--- src/rtl/hack_cpu_mc.sv ---
// Multi-cycle Hack-ISA core with separate req/ack instruction and data memory ports.
// Adds retire pulses, sticky halt-on-self-jump detection, and visibility of the A and D registers.
//
// state   | meaning
// FETCH   | imem_req held until imem_ack; latch IR and the instruction-start A
// MRD     | dmem_re held until dmem_ack; latch M
// EXEC    | ALU, A/D writeback, jump resolve (or hand the result to MWR)
// MWR     | dmem_we held until dmem_ack; then commit pc and retire
// HALT    | self-jump seen; no requests until reset
module hack_cpu_mc #(
  parameter int                 DATA_W   = 16,
  parameter int                 ADDR_W   = 15,
  parameter logic [ADDR_W-1:0]  RESET_PC = '0
) (
  input  logic              clk,
  input  logic              reset,
  output logic              imem_req,
  output logic [ADDR_W-1:0] imem_addr,
  input  logic              imem_ack,
  input  logic [DATA_W-1:0] imem_rdata,
  output logic              dmem_re,
  output logic              dmem_we,
  output logic [ADDR_W-1:0] dmem_addr,
  output logic [DATA_W-1:0] dmem_wdata,
  input  logic              dmem_ack,
  input  logic [DATA_W-1:0] dmem_rdata,
  output logic [ADDR_W-1:0] pc,
  output logic              retire,
  output logic              halted,
  output logic [DATA_W-1:0] dbg_a,
  output logic [DATA_W-1:0] dbg_d
);

  typedef enum logic [2:0] {S_FETCH, S_MRD, S_EXEC, S_MWR, S_HALT} state_t;

  state_t              state_q;
  logic [ADDR_W-1:0]   pc_q, npc_q, addr_q;
  logic [DATA_W-1:0]   a_q, d_q, ir_q, m_q, res_q;
  logic                retire_q, halted_q, halt_pend_q;

  logic                is_c;
  logic [DATA_W-1:0]   x0, x1, y0, y1, sum, alu_d;
  logic                zr, ng, take;
  logic                halt_d;
  logic [ADDR_W-1:0]   pc_nxt_d;

  always_comb begin
    is_c  = ir_q[DATA_W-1];
    x0    = ir_q[11] ? '0 : d_q;
    x1    = ir_q[10] ? ~x0 : x0;
    y0    = ir_q[9]  ? '0 : (ir_q[12] ? m_q : a_q);
    y1    = ir_q[8]  ? ~y0 : y0;
    sum   = ir_q[7]  ? (x1 + y1) : (x1 & y1);
    alu_d = ir_q[6]  ? ~sum : sum;
    zr    = (alu_d == '0);
    ng    = alu_d[DATA_W-1];
    take  = is_c & ((ir_q[2] & ng) | (ir_q[1] & zr) | (ir_q[0] & ~ng & ~zr));
    // addr_q holds A as it was when the instruction started, i.e. before any d1 write
    halt_d   = is_c && (ir_q[2:0] == 3'b111) && (addr_q == pc_q);
    pc_nxt_d = take ? addr_q : pc_q + ADDR_W'(1);
  end

  always_ff @(posedge clk or negedge reset) begin
    if (!reset) begin
      state_q     <= S_FETCH;
      pc_q        <= RESET_PC;
      npc_q       <= '0;
      addr_q      <= '0;
      a_q         <= '0;
      d_q         <= '0;
      ir_q        <= '0;
      m_q         <= '0;
      res_q       <= '0;
      retire_q    <= 1'b0;
      halted_q    <= 1'b0;
      halt_pend_q <= 1'b0;
    end else begin
      retire_q <= 1'b0;
      case (state_q)
        S_FETCH: begin
          if (imem_ack) begin
            ir_q    <= imem_rdata;
            addr_q  <= a_q[ADDR_W-1:0];
            state_q <= (imem_rdata[DATA_W-1] && imem_rdata[12]) ? S_MRD : S_EXEC;
          end
        end
        S_MRD: begin
          if (dmem_ack) begin
            m_q     <= dmem_rdata;
            state_q <= S_EXEC;
          end
        end
        S_EXEC: begin
          if (!is_c) begin
            a_q      <= ir_q;
            pc_q     <= pc_nxt_d;
            retire_q <= 1'b1;
            state_q  <= S_FETCH;
          end else begin
            if (ir_q[5]) a_q <= alu_d;
            if (ir_q[4]) d_q <= alu_d;
            if (ir_q[3]) begin
              res_q       <= alu_d;
              npc_q       <= pc_nxt_d;
              halt_pend_q <= halt_d;
              state_q     <= S_MWR;
            end else begin
              pc_q     <= pc_nxt_d;
              retire_q <= 1'b1;
              halted_q <= halt_d;
              state_q  <= halt_d ? S_HALT : S_FETCH;
            end
          end
        end
        S_MWR: begin
          if (dmem_ack) begin
            pc_q     <= npc_q;
            retire_q <= 1'b1;
            halted_q <= halt_pend_q;
            state_q  <= halt_pend_q ? S_HALT : S_FETCH;
          end
        end
        S_HALT: state_q <= S_HALT;
        default: state_q <= S_FETCH;
      endcase
    end
  end

  // Reset parks the FSM in FETCH, so the fetch request is masked while reset is held
  assign imem_req   = (state_q == S_FETCH) && reset;
  assign imem_addr  = pc_q;
  assign dmem_re    = (state_q == S_MRD);
  assign dmem_we    = (state_q == S_MWR);
  assign dmem_addr  = addr_q;
  assign dmem_wdata = res_q;
  assign pc         = pc_q;
  assign retire     = retire_q;
  assign halted     = halted_q;
  assign dbg_a      = a_q;
  assign dbg_d      = d_q;

endmodule

--- config.mk ---
export PLATFORM = sky130hd
export DESIGN_NAME = hack_cpu_mc
export DESIGN_NICKNAME = d
export VERILOG_FILES = /design/src/rtl/hack_cpu_mc.sv
export SDC_FILE = /design/constraint.sdc
export NUM_CORES = 1
export LEC_CHECK = 0
export ABC_AREA = 1
export CAP_MARGIN = 15
export CELL_PAD_IN_SITES_DETAIL_PLACEMENT = 0
export CELL_PAD_IN_SITES_GLOBAL_PLACEMENT = 1
export CORE_ASPECT_RATIO = 1.2
export CORE_MARGIN = 5
export CORE_UTILIZATION = 39
export CTS_CLUSTER_DIAMETER = 40
export DETAILED_ROUTE_END_ITERATION = 7
export PLACE_DENSITY_LB_ADDON = 0.3
export SLEW_MARGIN = 20
export SYNTH_ARGS = -nofsm -noshare
export SYNTH_HDL_FRONTEND = slang
export SYNTH_SLANG_ARGS = --single-unit
--- constraint.sdc ---
create_clock -name clk -period 5 [get_ports clk]
set_clock_uncertainty 0.05 [all_clocks]
set_input_delay 1.25 -clock clk [delete_from_list [all_inputs] [get_ports clk]]
set_output_delay 1.25 -clock clk [all_outputs]
set_load 0.03 [all_outputs]
==> out/metrics.cfg <==
[logic_synthesis]
syn_area_per_cell_um2=7.40
synth_area_mm2=0.00825
synth_edf_count=0
syn_inst=1116
synth_seq_cells=131
yosys_warnings=0
synth.top_cell.area_share=0.397
async_reset_ff_frac=1.00
synthFlopType=dfrtp_1
synth.top_cells.by_area=dfrtp_1 40%, nand2_1 15%, nand3_1 5.8%
ys_types=37
ys_seq_area_frac=0.397
yosysTopAreaCell=dfrtp_1
synth_nets=1170

[finish]
final_cells=1499
fin_util=0.491
insertedDiodeCount=0
layout_common_cells=322 x nand2_1, 132 x clkdlybuf4s50_1, 131 x dfrtp_1
final_nets=1270
finalInstanceArea_mm2=0.0103
area_growth_pct=24.4
drive_gt1_frac=0.0862
final_common_cell=nand2_1

[floorplan]
start_util=0.395
die_y_um=169
rows=58
io-pin-count=134
core_mm2=0.0209
die_x_um=143
die_area_mm2=0.0242

[placement]
port_buffers=133
dp_hpwl_mm=20.1
placed_area_mm2=0.00967
dp.cells=1467
gp_congestion=0.936

[grt]
grt_overflow=0
grt_pass1_vias=7331
antenna_found_initial=0
grt_max_degree=67
grt_pass1_wl_mm=41.3
grt_util_all_layers=0.221

[setup_path]
worstSetupStartpointType=register
r2r-start=ir_q[10]
r2r_cells=21
critPathArrivalTime_ns=4.69
cp_top_family=simple AND/OR/NAND/NOR gates
path_common_cell=nand2_1
path_max_fanout=17
cp_cell_sequence=inv_1 > xor2_1 > ha_1 > fa_1 > nand2_2 > a21oi_2 > nand2_1 > nand2_1 > nand2_1 > nand3_1 > nand3_1 > nand2_1 > nand3_1 > nor2_1 > nand4_1 > nand3_4 > nand2_4 > nand2_1 > nand3_1 > nand2_1 > nand2_1
end_kind=register
worst-r2r-setup-slack_ns=0.57
crit_slowest_cell=dfrtp_1
crit_buf_inv=1
crit_required_ns=5.26
max_stage_delay_ns=0.87
timing.rr.end=imem_addr[7]
path_class=reg -> reg

[clocking]
cts_tree=yes
cts_resized=0
clkSinkCount=131
postCtsSetupBuffers=0
cts_root_buf=clkbuf_16
htreeDepth=4
cts_buffers=17
clk_latency_ns=0.42
clk_pin_slew_worst_paths_ns=0.06
cts.path.max_buffers=2
cts-hold-fix-buffers=0

[routing]
antenna_left=0
detail_route.first_pass.iterations=5
drc=0
viasPerCell=5.07
wl_per_cell_um=17.8
via_count=7599
postRouteWirelength_mm=26.6
drtIter0Drc=526

[timing]
slew_violations=0
tightest_slew_ns=0.968
fin_crit_sh=0.886
finalCriticalPeriod_ns=4.43
max_freq_mhz=226
rsz0062_at_grt=false
maxSlewHeadroom=0.354
tns_ns=0
setup_viol_count_final=0
hold_violations=0

[worst_hold_path]
whs_endpoint=npc_q[4]
holdCritStartpoint=npc_q[4]
min_path_type=reg -> reg
whs_path_depth=2

[job]
cap_viol_max_count=0

[outcome]
status=finished clean

[Yosys cell counts (2+ instances only)]
cell type,number
a21oi_1,51
a21oi_2,2
and2_1,3
buf_2,7
buf_4,21
clkbuf_1,33
clkinv_1,2
dfrtp_1,131
ha_1,17
inv_1,119
mux2_2,19
nand2_1,323
nand2_2,19
nand3_1,96
nand3_2,8
nand4_1,9
nor2_1,62
nor2_2,3
nor3_1,7
nor4_1,3
o211ai_1,8
o21ai_0,91
o22ai_1,5
o31ai_1,2
or2_2,5
xnor2_1,10
xor2_1,50
[metal layers]
layer,vias to the layer above,wire (um),track usage
met2,192,13800,0.390
met3,49,1010,0.0333
li1,3750,-,-
met4,0,936,0.0901
met1,3608,10800,0.267
met5,-,0,0
[metrics by stage]
stage	hold slack, ns	setup slack [ns]
final	0.432	0.569
after global placement	0.413	0.706
after floorplan	0.400	1.51
after CTS	0.433	0.635
after detailed placement	0.416	0.650
after global routing	0.455	0.256
[final cells by class]
class	count	area, um2
clock inverters	14	150
fillers	2126	10600
inverters	122	458
repair buffers	144	1420
well taps	270	338
flip-flops and latches	131	3280
clock buffers	18	439
multi-input cells	800	4190
[how the worst max path moves through the flow]
stage               startpoint           end  slack, ns  cells past startpoint
finish                ir_q[10]  imem_addr[7]       0.57                     21
CTS                    ir_q[9]  imem_addr[7]       0.63                     22
global placement       ir_q[9]  imem_addr[1]       0.71                     22
floorplan             ir_q[10]  imem_addr[2]       1.51                     24
detailed placement     ir_q[9]  imem_addr[7]       0.65                     22
global route          ir_q[10]      npc_q[7]       0.26                     22
[registers in the layout (all words and copies together), names as in the netlist]
name / count
dmem_wdata: 16
retire: 1
dbg_a: 16
halted: 1
imem_addr: 15
m_q: 16
halt_pend_q: 1
dbg_d: 16
ir_q: 16
dmem_addr: 15
npc_q: 15
state_q: 3
[logic make-up (layout without fill, tap and decap cells)]
kind of cell	Yosys count	in the layout	synth area share
AO/OA/AOI/OAI	161	161	0.103
XOR/XNOR	60	60	0.0637
adder cells (fa/ha/maj)	18	18	0.0282
buffers and inverters	185	298	0.0967
flip-flops	131	131	0.397
multiplexers	19	19	0.0259
AND/OR/NAND/NOR	542	542	0.285
[worst register-to-register path: cells and delay by family, from the launching register on]
family                     cells  cell delay (ns)
and+or+nand+nor               16             2.21
AOI/OAI and AO/OA              1             0.28
xor gates and xnor gates       1             0.24
DFF                            1             0.87
buffers and inverters          1             0.17
adders and majority gates      2             0.50
Power is not shown: default switching activity piles up to over one toggle a cycle in this logic, so the estimate is an artifact.
